$ cat config.mk
export PLATFORM = sky130hd
export DESIGN_NAME = key_expander
export DESIGN_NICKNAME = d
export VERILOG_FILES = /design/src/rtl/key_expander.sv
export SDC_FILE = /design/constraint.sdc
export NUM_CORES = 2
export LEC_CHECK = 0
export BUFFER_PORTS_ARGS = -buffer_cell sky130_fd_sc_hd__buf_2
export CAP_MARGIN = 30
export CORE_AREA = 2 2 384 386
export DETAILED_ROUTE_END_ITERATION = 16
export DIE_AREA = 0 0 386 388
export PLACE_DENSITY_LB_ADDON = 0.25
export SKIP_CTS_REPAIR_TIMING = 1
export SLEW_MARGIN = 20
export SYNTH_ARGS = -nofsm -noshare
export SYNTH_HDL_FRONTEND = slang
export SYNTH_SLANG_ARGS = --single-unit
$ cat constraint.sdc
create_clock -name clk -period 40.5 [get_ports clk]
set_input_delay 2.025 -clock clk [delete_from_list [all_inputs] [get_ports clk]]
set_output_delay 2.025 -clock clk [all_outputs]
set_load 0.03 [all_outputs]
$ cat src/rtl/key_expander.sv
// ---------------------------------------------------------------------------
// key_expander
//   Iterative AES key schedule for AES-128/192/256 (KeySize chosen at
//   elaboration). One 32-bit schedule word is produced per clock from an
//   Nk-word sliding window; every fourth word completes a 128-bit round key,
//   which is presented on a valid/ready stream together with its round number.
//
// Ports
//   clk       rising-edge clock
//   rst       asynchronous active-high reset
//   start     pulse, loads key_in and starts expansion (ignored while busy)
//   abort     synchronous cancel, returns to idle and scrubs key state
//   key_in    cipher key, word i at [32i+31:32i], byte 0 of a word at [31:24]
//   busy      expansion in progress (start through acceptance of last key)
//   rk_valid  rk_data/rk_index/rk_last hold a round key
//   rk_ready  consumer accepts the round key on this edge
//   rk_data   round key r, word 4r at [31:0]
//   rk_index  round number r (0..Nr)
//   rk_last   high with rk_valid for round Nr
//   done      one-cycle pulse after the final round key is accepted
// ---------------------------------------------------------------------------

// AES S-box, computed as multiplicative inverse in GF(2^8) followed by the
// affine transform. Shared by all word-rule cases through four instances.
module key_sbox (
    input  logic [7:0] a,
    output logic [7:0] y
);

    function automatic logic [7:0] xtime(input logic [7:0] v);
        return {v[6:0], 1'b0} ^ (v[7] ? 8'h1b : 8'h00);
    endfunction

    function automatic logic [7:0] gf_mul(input logic [7:0] x, input logic [7:0] z);
        logic [7:0] p;
        logic [7:0] m;
        logic [7:0] n;
        p = 8'h00;
        m = x;
        n = z;
        for (int i = 0; i < 8; i++) begin
            if (n[0]) p = p ^ m;
            m = xtime(m);
            n = {1'b0, n[7:1]};
        end
        return p;
    endfunction

    // x^254 = x^-1 for x != 0, and 0 maps to 0 as the S-box requires.
    function automatic logic [7:0] gf_inv(input logic [7:0] x);
        logic [7:0] s;
        logic [7:0] acc;
        s   = x;
        acc = 8'h01;
        for (int i = 1; i < 8; i++) begin
            s   = gf_mul(s, s);
            acc = gf_mul(acc, s);
        end
        return acc;
    endfunction

    function automatic logic [7:0] rotl(input logic [7:0] v, input int k);
        return (v << k) | (v >> (8 - k));
    endfunction

    logic [7:0] inv;

    always_comb begin
        inv = gf_inv(a);
        y   = inv ^ rotl(inv, 1) ^ rotl(inv, 2) ^ rotl(inv, 3) ^ rotl(inv, 4) ^ 8'h63;
    end

endmodule

module key_expander #(
    parameter int KeySize = 128
) (
    input  logic               clk,
    input  logic               rst,
    input  logic               start,
    input  logic               abort,
    input  logic [KeySize-1:0] key_in,
    output logic               busy,
    output logic               rk_valid,
    input  logic               rk_ready,
    output logic [127:0]       rk_data,
    output logic [3:0]         rk_index,
    output logic               rk_last,
    output logic               done
);

    localparam int Nk    = KeySize / 32;
    localparam int Nr    = Nk + 6;
    localparam int TOTAL = 4 * (Nr + 1);

    localparam logic [5:0] NK6    = 6'(Nk);
    localparam logic [5:0] LAST_J = 6'(TOTAL - 1);
    localparam logic [2:0] NK_M1  = 3'(Nk - 1);
    localparam logic [3:0] NR4    = 4'(Nr);

    generate
        if (KeySize != 128 && KeySize != 192 && KeySize != 256) begin : g_bad_key_size
            $error("key_expander: KeySize must be 128, 192 or 256");
        end
    endgenerate

    typedef enum logic [1:0] {IDLE, GEN, DRAIN} state_t;

    state_t state_q, state_n;

    // Schedule state: j counts words, jm tracks j mod Nk so no divider is needed.
    logic [5:0]            j_q;
    logic [2:0]            jm_q;
    logic [7:0]            rcon_q;
    logic [Nk-1:0][31:0]   win_q;     // win_q[Nk-1] = w[j-1], win_q[0] = w[j-Nk]
    logic [2:0][31:0]      word_buf;  // words 4r..4r+2 of the round in flight

    logic                  gen_en;
    logic                  start_ok;
    logic                  finish;
    logic                  xfer;

    logic [31:0]           prev_w;
    logic [31:0]           old_w;
    logic [31:0]           key_w;
    logic [31:0]           new_w;
    logic                  sub_path;
    logic [3:0][7:0]       sb_in;
    logic [3:0][7:0]       sb_out;
    logic [Nk-1:0][31:0]   win_sh;

    assign xfer = rk_valid && rk_ready;

    // ---------------- control FSM ----------------
    always_ff @(posedge clk or posedge rst) begin
        if (rst) state_q <= IDLE;
        else     state_q <= state_n;
    end

    always_comb begin
        state_n  = state_q;
        gen_en   = 1'b0;
        start_ok = 1'b0;
        finish   = 1'b0;
        case (state_q)
            IDLE: begin
                if (start) begin
                    start_ok = 1'b1;
                    state_n  = GEN;
                end
            end
            GEN: begin
                // Only the word that completes a round key must wait for the
                // output register; the three buffered words keep flowing.
                gen_en = !((j_q[1:0] == 2'd3) && rk_valid && !rk_ready);
                if (gen_en && (j_q == LAST_J)) state_n = DRAIN;
            end
            DRAIN: begin
                if (xfer) begin
                    finish  = 1'b1;
                    state_n = IDLE;
                end
            end
            default: state_n = IDLE;
        endcase
        if (abort) begin
            state_n  = IDLE;
            gen_en   = 1'b0;
            start_ok = 1'b0;
            finish   = 1'b0;
        end
    end

    // ---------------- word generation ----------------
    assign prev_w   = win_q[Nk-1];
    assign old_w    = win_q[0];
    assign sub_path = (Nk == 8) && (jm_q == 3'd4);
    // Plain SubWord for the AES-256 mid-block word, SubWord(RotWord) otherwise.
    assign sb_in    = sub_path ? prev_w : {prev_w[23:0], prev_w[31:24]};

    key_sbox u_sbox [3:0] (
        .a (sb_in),
        .y (sb_out)
    );

    always_comb begin
        // While j < Nk the window still holds the raw key unshifted, so key
        // word j sits at window slot jm (== j).
        key_w = '0;
        for (int i = 0; i < Nk; i++) begin
            if (jm_q == 3'(i)) key_w = win_q[i];
        end

        if (j_q < NK6)            new_w = key_w;
        else if (jm_q == 3'd0)    new_w = old_w ^ sb_out ^ {rcon_q, 24'h0};
        else if (sub_path)        new_w = old_w ^ sb_out;
        else                      new_w = old_w ^ prev_w;

        win_sh = win_q;
        for (int i = 0; i < Nk - 1; i++) begin
            win_sh[i] = win_q[i + 1];
        end
        win_sh[Nk-1] = new_w;
    end

    // ---------------- datapath / outputs ----------------
    always_ff @(posedge clk or posedge rst) begin
        if (rst) begin
            j_q      <= '0;
            jm_q     <= '0;
            rcon_q   <= 8'h01;
            win_q    <= '0;
            word_buf <= '0;
            rk_data  <= '0;
            rk_index <= '0;
            rk_valid <= 1'b0;
            rk_last  <= 1'b0;
            busy     <= 1'b0;
            done     <= 1'b0;
        end else begin
            done <= finish;
            if (abort) begin
                // Scrub all retained key material and drop the stream.
                j_q      <= '0;
                jm_q     <= '0;
                rcon_q   <= 8'h01;
                win_q    <= '0;
                word_buf <= '0;
                rk_valid <= 1'b0;
                rk_last  <= 1'b0;
                busy     <= 1'b0;
            end else begin
                if (start_ok) begin
                    win_q  <= key_in;
                    j_q    <= '0;
                    jm_q   <= '0;
                    rcon_q <= 8'h01;
                    busy   <= 1'b1;
                end

                if (xfer) begin
                    rk_valid <= 1'b0;
                    rk_last  <= 1'b0;
                end

                if (finish) busy <= 1'b0;

                if (gen_en) begin
                    j_q  <= j_q + 6'd1;
                    jm_q <= (jm_q == NK_M1) ? 3'd0 : jm_q + 3'd1;
                    if (j_q >= NK6) begin
                        win_q <= win_sh;
                        if (jm_q == 3'd0)
                            rcon_q <= {rcon_q[6:0], 1'b0} ^ (rcon_q[7] ? 8'h1b : 8'h00);
                    end
                    case (j_q[1:0])
                        2'd0: word_buf[0] <= new_w;
                        2'd1: word_buf[1] <= new_w;
                        2'd2: word_buf[2] <= new_w;
                        default: begin
                            // Completing word: load the full round key. This
                            // overrides a same-edge transfer so there is no bubble.
                            rk_data  <= {new_w, word_buf[2], word_buf[1], word_buf[0]};
                            rk_index <= j_q[5:2];
                            rk_valid <= 1'b1;
                            rk_last  <= (j_q[5:2] == NR4);
                        end
                    endcase
                end
            end
        end
    end

endmodule

==> impl_metrics.toml <==
[run_status]
outcome = "finished, final reports clean"

[floorplanning]
die_x_um = 386
start_util_pct = 49.8
pin_count = 269
fp.dieArea_um2 = 150000
core_area_um2 = 145000
core.rowCount = 140
die_h_um = 388

[clock_tree]
cts_tree = "built"
cts_max_level = 2
cts_sinks = 379
insertion_delay_ps = 600
cts_made_buffers = 42
clock-root-buffer = "clkbuf_16"
ctsLongestPathBuffers = 3
clk_transition_reported_paths_ps = 60

[global_routing]
antenna_found_initial = 19
grt_max_degree = 90
grt-ovfl-total = 0
grt_use_met1_pct = 41.9
groute.layer.met3.usage_pct = 4.72
grt_util_met2_pct = 47.1
grt_pass1_vias = 62300
grt_pass1_wl_um = 363000
top_usage_layer = "met2"
grt_usage_pct = 29.8

[logic_synthesis]
synth_edf_count = 0
synth_seq_cells = 379
async_flop_share_pct = 100
synth_top_family_by_area = "XOR/XNOR gates"
synth_flop_cell = "dfrtp_1"
synth_cells = 9100
synth_area_leaders = "xnor2_1 (18%), dfrtp_1 (13%), xnor3_1 (12%), nor2_1 (6.8%), nand2_1 (5.8%)"
synth_mux_area_share_pct = 5.18
synth_top_area_share_pct = 17.9
synth-compound-area-share_pct = 17.2
synth_fa_ha_area_share_pct = 0.499
synth_nets = 9261
avgSynthCellArea_um2 = 7.94
synth_top_area_cell = "xnor2_1"
yosysSeqAreaShare_pct = 13.1
ys_types = 117
yosysWarnings = 0
syn_area_um2 = 72300
yosys.area_share.simple_pct = 18.6
synth_xor_area_share_pct = 41.0

[routing]
wl_um = 233000
ant_nets = 0
drt_iter0_drc = 6910
vias_per_cell = 6.05
drt-wirelength-per-cell_um = 21.1
route.detailed.drc = 0
vias = 66600
first_pass_iters = 6

[placement]
routabilityCongestion = 0.980
dp_hpwl_um = 171000
place_inst = 10900
dpl-instance-area_um2 = 75800
port_buffers = 268

[critical_path]
path_max_fanout = 28
cp-end-kind = "register"
critPathRequiredTime_ps = 40930
start_kind = "register"
cpMostUsedCell = "xnor2_1"
critical_path_class = "reg2reg"
critPathArrivalTime_ps = 18980
cpPeakStageDelay_ps = 780
crit_path_top_delay_cell = "xor3_1"

[cells_and_area]
finalInstanceArea_um2 = 77400
final_cell_count_no_fill = 11000
postLayoutCoreUtil_pct = 53.3
final_cell_mix = "xnor2_1 (1447), nor2_1 (1301), nand2_1 (1118), a21oi_1 (454), xor2_1 (442)"
nets = 9219
final_common_cell = "xnor2_1"
drive_above_1_share_pct = 11.9
area_delta_synth_final_pct = 7.14

[timing]
hold_viol_final = 0
max-slew-margin-rel_pct = 29.6
period_needed_ps = 18540
slew_viol_final = 0
fmax_mhz = 53.9
setup_viol = 0
tightest_slew_ps = 1050
period_share_pct = 45.8
rsz0062_at_grt = "false"
fin_setup_tns_ps = 0
finClkSkew_ps = 30.2

[worst_hold_path]
hold_path.class = "reg2reg"

[job]
maxCapViolations = 0
per-stage QoR:
step                setup WS, ps  hold slack [ps]
floorplan                  25500              445
global placement           22340              457
detailed placement         22100              466
CTS                        22010              480
global route               20510              505
finish                     21960              477
Yosys cell counts (all sizes together), types with 85 or more instances:
| library cell | number |
|---|---|
| xnor2 | 1576 |
| nand3 | 146 |
| a21oi | 464 |
| mux2 | 151 |
| xor2 | 482 |
| inv | 97 |
| o21ai | 482 |
| clkbuf | 426 |
| buf | 217 |
| o22ai | 85 |
| mux2i | 197 |
| a22oi | 86 |
| nor3 | 218 |
| nor2 | 1313 |
| a311oi | 108 |
| nand2 | 1121 |
| dfrtp | 378 |
| xnor3 | 415 |
layout make-up:
type / count / area, um^2
diodes: 7 / 17.5
clock inverters: 21 / 223
clock buffers: 56 / 1190
flip-flops and latches: 379 / 9490
repair buffers: 557 / 3640
inverters: 113 / 432
fillers: 13700 / 67800
well taps: 1917 / 2400
multi-input cells: 7965 / 60100
flip-flops by register name, summed over array words and instances, names as in the netlist:
name	count
busy	1
done	1
j_q	6
jm_q	3
old_w	32
prev_w	32
rcon_q	8
rk_data	128
rk_index	4
rk_last	1
rk_valid	1
state_q	2
win_q	64
word_buf	96
worst max-delay path, delay by kind of cell (launching register included):
kind	cells	cell delay, ps
buf+inv	5	1350
mux	3	1160
compound gates	12	2790
fa+ha+maj	4	1730
xor+xnor	25	8600
flops	1	640
simple gates	11	2050
path summary, 6_finish.rpt:
kind / start / to / slack [ps] / depth (start not counted)
worst max-delay path: prev_w[23] / rk_data[123] / 21960 / 60
worst min-delay path: rk_data[99] / rk_data[99] / 480 / 2
worst max register to register: prev_w[23] / rk_data[123] / 21960 / 60
worst min register to register: rk_data[99] / rk_data[99] / 480 / 2
max in group asynchronous: rst / win_q[77] / 37540 / 3
min in group asynchronous: rst / rk_data[55] / 1520 / 2
layer usage:
layer	wire length, um	up-vias
met3	20200	336
met1	99400	32200
met4	6850	4
met5	23	-
met2	106000	2732
li1	-	31300
kinds of logic (layout without fill, tap and decap cells):
| group | count (synthesis) | in the layout |
|---|---|---|
| xor+xnor | 2522 | 2522 |
| buf+inv | 756 | 747 |
| flops | 379 | 379 |
| mux | 351 | 351 |
| other cells | 0 | 7 |
| compound gates | 1891 | 1891 |
| simple gates | 3172 | 3172 |
| fa+ha+maj | 29 | 29 |
Power is not shown: default switching activity piles up to over one toggle a cycle in this logic, so the estimate is an artifact.
